### src/rtl/pipe_hazard_ctrl.sv
// Hazard/flush sequencer for the 3-stage RNBIP-2 pipeline: memory wait > taken transfer > RAW.
// Optional HAZ_PERF_EN adds saturating stall/flush performance counters with a clear input.
module pipe_hazard_ctrl #(
  parameter int FLUSH_CYCLES = 2,
  parameter int RAW_CYCLES   = 1,
  parameter int CNT_W        = 16
) (
  input  logic             clk,
  input  logic             rst_n,
  input  logic             en,
  input  logic [7:0]       ex_opcode,
  input  logic             ex_flag,
  input  logic             ex_we,
  input  logic [2:0]       ex_waddr,
  input  logic             id_rvalid,
  input  logic [2:0]       id_raddr,
  input  logic             mem_busy,
`ifdef HAZ_PERF_EN
  input  logic             perf_clr,
  output logic [CNT_W-1:0] perf_stall,
  output logic [CNT_W-1:0] perf_flush,
`endif
  output logic             stall_pc,
  output logic             stall_s1,
  output logic             stall_s2,
  output logic             bubble_s3,
  output logic             kill_s1,
  output logic             kill_s2,
  output logic [1:0]       state,
  output logic             busy
);

  typedef enum logic [1:0] {
    S_RUN   = 2'b00,
    S_MEMW  = 2'b01,
    S_FLUSH = 2'b10,
    S_RAW   = 2'b11
  } state_e;

  localparam logic [1:0] FLUSH_INIT = 2'(FLUSH_CYCLES - 1);
  localparam logic [1:0] RAW_INIT   = 2'(RAW_CYCLES - 1);

  generate
    if (FLUSH_CYCLES < 1 || FLUSH_CYCLES > 3 || RAW_CYCLES < 1 || RAW_CYCLES > 3 || CNT_W < 1)
    begin : g_bad_param
      $error("pipe_hazard_ctrl: illegal parameter setting");
    end
  endgenerate

  state_e     r_state, w_nstate;
  logic [1:0] r_cnt, w_ncnt;

  logic w_tt, w_uncond, w_cond, w_raw;
  logic w_hold, w_rawstall, w_kill;

  // Taken-transfer decode on the execute opcode
  always_comb begin
    w_uncond = (ex_opcode[7:3] == 5'b0000_0) && (ex_opcode[2:0] >= 3'd3);
    w_cond   = 1'b0;
    case (ex_opcode[7:3])
      5'b0000_1, 5'b0010_1, 5'b0011_0, 5'b0011_1, 5'b0100_1: w_cond = ex_flag;
      default:                                                w_cond = 1'b0;
    endcase
    w_tt = w_uncond | w_cond;
  end

  assign w_raw = id_rvalid & ex_we & (id_raddr == ex_waddr);

  // State register
  always_ff @(posedge clk) begin
    if (!rst_n) begin
      r_state <= S_RUN;
      r_cnt   <= 2'd0;
    end else begin
      r_state <= w_nstate;
      r_cnt   <= w_ncnt;
    end
  end

  // Next-state logic; a mem_busy cycle in FLUSH/RAW freezes the count
  always_comb begin
    w_nstate = r_state;
    w_ncnt   = r_cnt;
    if (!en) begin
      w_nstate = S_RUN;
      w_ncnt   = 2'd0;
    end else begin
      case (r_state)
        S_RUN: begin
          if (mem_busy) begin
            w_nstate = S_MEMW;
          end else if (w_tt) begin
            w_ncnt   = FLUSH_INIT;
            w_nstate = (FLUSH_INIT != 2'd0) ? S_FLUSH : S_RUN;
          end else if (w_raw) begin
            w_ncnt   = RAW_INIT;
            w_nstate = (RAW_INIT != 2'd0) ? S_RAW : S_RUN;
          end
        end
        S_MEMW: begin
          if (!mem_busy) w_nstate = S_RUN;
        end
        S_FLUSH, S_RAW: begin
          if (!mem_busy) begin
            if (r_cnt <= 2'd1) begin
              w_nstate = S_RUN;
              w_ncnt   = 2'd0;
            end else begin
              w_ncnt = r_cnt - 2'd1;
            end
          end
        end
        default: begin
          w_nstate = S_RUN;
          w_ncnt   = 2'd0;
        end
      endcase
    end
  end

  // Output logic: combinational from state and live inputs
  always_comb begin
    w_hold     = 1'b0;
    w_rawstall = 1'b0;
    w_kill     = 1'b0;
    if (en) begin
      case (r_state)
        S_RUN: begin
          if (mem_busy)   w_hold     = 1'b1;
          else if (w_tt)  w_kill     = 1'b1;
          else if (w_raw) w_rawstall = 1'b1;
        end
        S_MEMW:  w_hold = mem_busy;
        S_FLUSH: begin
          w_kill = 1'b1;
          w_hold = mem_busy;
        end
        S_RAW: begin
          w_rawstall = 1'b1;
          w_hold     = mem_busy;
        end
        default: ;
      endcase
    end
  end

  // Kill and stall may both be raised on a register; the consumer lets kill win
  assign stall_pc  = w_hold | w_rawstall;
  assign stall_s1  = w_hold | w_rawstall;
  assign stall_s2  = w_hold;
  assign bubble_s3 = w_hold | w_rawstall;
  assign kill_s1   = w_kill;
  assign kill_s2   = w_kill;
  assign state     = r_state;
  assign busy      = (r_state != S_RUN);

`ifdef HAZ_PERF_EN
  logic [CNT_W-1:0] r_perf_stall, r_perf_flush;
  logic             w_tt_acc;

  assign w_tt_acc = en & (r_state == S_RUN) & ~mem_busy & w_tt;

  always_ff @(posedge clk) begin
    if (!rst_n || perf_clr) begin
      r_perf_stall <= '0;
      r_perf_flush <= '0;
    end else begin
      if (stall_pc && (r_perf_stall != {CNT_W{1'b1}})) r_perf_stall <= r_perf_stall + 1'b1;
      if (w_tt_acc && (r_perf_flush != {CNT_W{1'b1}})) r_perf_flush <= r_perf_flush + 1'b1;
    end
  end

  assign perf_stall = r_perf_stall;
  assign perf_flush = r_perf_flush;
`endif

endmodule

### config.mk
export PLATFORM = sky130hd
export DESIGN_NAME = pipe_hazard_ctrl
export DESIGN_NICKNAME = d
export VERILOG_FILES = /design/src/rtl/pipe_hazard_ctrl.sv
export SDC_FILE = /design/constraint.sdc
export NUM_CORES = 1
export LEC_CHECK = 0
export CAP_MARGIN = 20
export CORE_AREA = 5 5 42 44
export DETAILED_ROUTE_END_ITERATION = 6
export DIE_AREA = 0 0 47 49
export GPL_TIMING_DRIVEN = 0
export PLACE_DENSITY = 0.8
export SYNTH_ARGS = -nofsm -noshare
export SYNTH_HDL_FRONTEND = slang
export SYNTH_SLANG_ARGS = --single-unit
### constraint.sdc
create_clock -name clk -period 3.96 [get_ports clk]
set_clock_uncertainty 0.05 [all_clocks]
set_input_delay 0.594 -clock clk [delete_from_list [all_inputs] [get_ports clk]]
set_output_delay 0.594 -clock clk [all_outputs]
set_load 0.005 [all_outputs]
==> reports/qor.yml <==
finish:
  n_antenna_cell: 0
  mostFrequentLayoutCell: "clkdlybuf4s50_1"
  drive_above_1_share_pct: 9.09
  layout.cells.most_common_list: "29 x clkdlybuf4s50_1, 7 x nor2_1, 6 x inv_1, 5 x a21oi_1"
  fillerInstances: 148
  areaGrowthSynthToFinish_pct: 78.7
  finish.net_count: 115
sta:
  max_slew_margin_pct: 63.9
  worst_slew_pin_tran_ns: 0.534
  finalHoldViolCount: 0
  post-route-min-period_ns: 3.43
  final.setup.tns_ns: 0
  maximum_frequency_from_static_timing_analysis_mhz: 292
  setup_ws_ns: 0.534
  setup_violations: 0
  rsz0062_at_grt: "false"
  post_route_fraction_of_the_period_consumed_by_the_critical_path_pct: 86.5
  timing_max_transition_violations_final: 0
placement:
  pre_cts_ws_ns: 0.509
  hpwl_after_dpl_mm: 1.04
  placement.io_buffers: 29
  gp_routability_congestion: 0.749
synth:
  postSynthAreaPerCell_um2: 7.55
  synth_simple_gate_area_share_pct: 24.0
  synth_register_bits: 4
  synth-warning-count: 0
  post_synth_fa_ha_maj_area_fraction_pct: 11.8
  combinational_family_with_the_most_area_after_synthesis: "compound AO/OA/AOI/OAI gates"
  postSynthCellCount: 56
  syn-num-nets: 81
  synth_sequential_area_ratio_pct: 18.9
  synth_top_cell_by_area: "dfxtp_1"
  syn-cell-area_um2: 423
  area_fraction_in_compound_gates_after_synthesis_pct: 26.0
  muxShareOfSynthArea_pct: 2.37
  top_cell_type_s_share_of_synthesized_area_pct: 18.9
  post_synth_num_cell_types: 26
  yosys-top-cells-area: "dfxtp_1 19%, ha_1 12%, nor2_1 6.2%"
  synth_xor_xnor_area_share_pct: 6.21
min_path:
  timing.hold.worst_endpoint: "r_cnt[0]$_SDFFE_PN0P_"
  worst_hold_path.num_cells: 1
  hold_path.class: "reg -> reg"
  holdCritStartpoint: "r_cnt[0]$_SDFFE_PN0P_"
die:
  die_width_um: 47
  core_region_area_um2: 1400
  core.rowCount: 14
  ioPinCount: 30
  die_area_um2: 2300
  initial_core_util_pct: 30.2
  die-height_um: 49
global_routing:
  globalRouteOverflowTotal: 0
  grt.total_usage_pct: 10.6
  first_global_vias: 460
  grt_start_max_net_pins: 9
  antenna_found_initial: 0
  grt_pass1_wl_mm: 1.84
power:
  power_per_cell_area_nw_per_um2: 191
  power.leakage_nw: 0.305
  total_power_mw: 0.145
  worst_case_vdd_ir_drop_mv: 0.128
worst_setup_path:
  timing.critical_path.to_type: "output port"
  timing.rr.start: "state[0]$_SDFFE_PN0P_"
  cp_data_required_time_ns: 3.32
  worst_path_cell_trace: "clkdlybuf4s50_1, or4_4, nor3_2, nor2_1, a311oi_1, nor2_1, buf_4, clkdlybuf4s50_1"
  worstPathArrival_ns: 2.78
  reg2reg_depth: 6
  critical_path.max_stage_delay_ns: 0.52
  worstPathMaxFanout: 5
  r2r_end: "r_cnt[0]$_SDFFE_PN0P_"
  timing_worst_setup_path_type: "in -> out"
  r2r_setup_slack_ns: 2.11
  worst_setup_sp_type: "input port"
  critPathSlowestCell: "or4_4"
drt:
  dr.pass1.iters: 4
  vias: 510
  routedWlPerCell_um: 11.8
  drc_errors: 0
  ant_nets: 0
  postRouteWirelength_mm: 1.23
  vias_per_cell: 4.90
  drt_iter0_drc: 3
cts:
  postCtsSetupBuffers: 0
  insertion_delay_ns: 0.23
  numClockSinks: 4
  max-clock-path-buffers: 2
  cts_resized: 0
  cts-buffers-inserted: 3
  cts-htree-levels: 1
  clock_tree_from_tritoncts: "done"
  cts-hold-fix-buffers: 0
  worst_setup_hold_path_clk_slew_ns: 0.03
  clock_tree.root_cell: "clkbuf_4"
status:
  run_status: "completed"
job:
  max_cap_viol: 0
==> where the power goes <==
group / internal, mW / switching [mW]
Combinational: 0.0341 / 0.0186
Sequential: 0.0413 / 0.000823
Clock: 0.0338 / 0.0160
==> kinds of logic (layout without fill, tap and decap cells) <==
family | Yosys count | after routing
AOI/OAI and AO/OA | 16 | 16
xor gates and xnor gates | 3 | 3
adders and majority gates | 4 | 4
buffers and inverters | 9 | 41
DFF | 4 | 4
muxes | 1 | 1
and+or+nand+nor | 19 | 19
==> metal layers <==
layer	up-vias	GRT usage [%]	share of wire, %	routed length (µm)
met2	22	17.6	48	587
met4	0	5.53	1.5	19
met5	-	0	0	0
met3	2	1.48	9.7	119
li1	265	-	-	-
met1	221	12.3	41	505
==> critical path, delay by kind of cell <==
kind,cells,cell delay (ns)
buffers and inverters,3,1.01
and+or+nand+nor,4,0.89
AOI/OAI and AO/OA,1,0.29
==> flip-flops by register name, summed over array words and instances, names as in the netlist <==
register  flops
state         2
r_cnt         2
==> synth_stat cells <==
master and count:
a311oi_1 1, nor3_2 1, or3_1 1, nand2b_1 1, inv_1 6, nor4_1 1
mux2i_1 1, a2111oi_1 1, a21oi_1 5, dfxtp_1 4, o21a_1 1, or4_4 1
o41ai_1 1, xor2_1 3, nor2_1 7, nand4_1 1, and2_1 2, nor3_1 1
a2111oi_0 1, nand2_1 3, o21ai_0 3, o31ai_1 1, o211a_1 1, a31o_1 1
ha_1 4, buf_4 3
==> per-stage QoR <==
stage / util, % / cells / area [µm²] / hold slack (ns)
2_1_floorplan: - / 56 / 423 / 0.393
3_3_place_gp: 52.3 / 101 / 733 / 0.406
3_5_place_dp: 52.3 / 101 / 733 / 0.422
4_1_cts: 53.9 / 104 / 756 / 0.429
5_1_grt: 53.9 / 104 / 756 / 0.449
6_report: 53.9 / 104 / 756 / 0.433
==> worst max path at each step <==
stage               cells past startpoint  slack [ns]          from  endpoint
floorplan                               6        1.47  ex_opcode[3]  stall_pc
global placement                        8        0.53  ex_opcode[3]  stall_pc
CTS                                     8        0.50  ex_opcode[4]  stall_pc
global route                            8        0.40  ex_opcode[5]  stall_pc
finish                                  8        0.53  ex_opcode[4]  stall_pc
detailed placement                      8        0.51  ex_opcode[5]  stall_pc
==> final cells by class <==
cell class	count	area (µm²)	share of cell area (%)
Multi-Input combinational cell	43	298	39.4
Timing Repair Buffer	29	290	38.4
Sequential cell	4	80.1	10.6
Clock buffer	3	22.5	2.98
Buffer	3	22.5	2.98
Inverter	6	22.5	2.98
Tap cell	16	20.0	2.65
No activity file was read; power rests on OpenSTA's default activity.
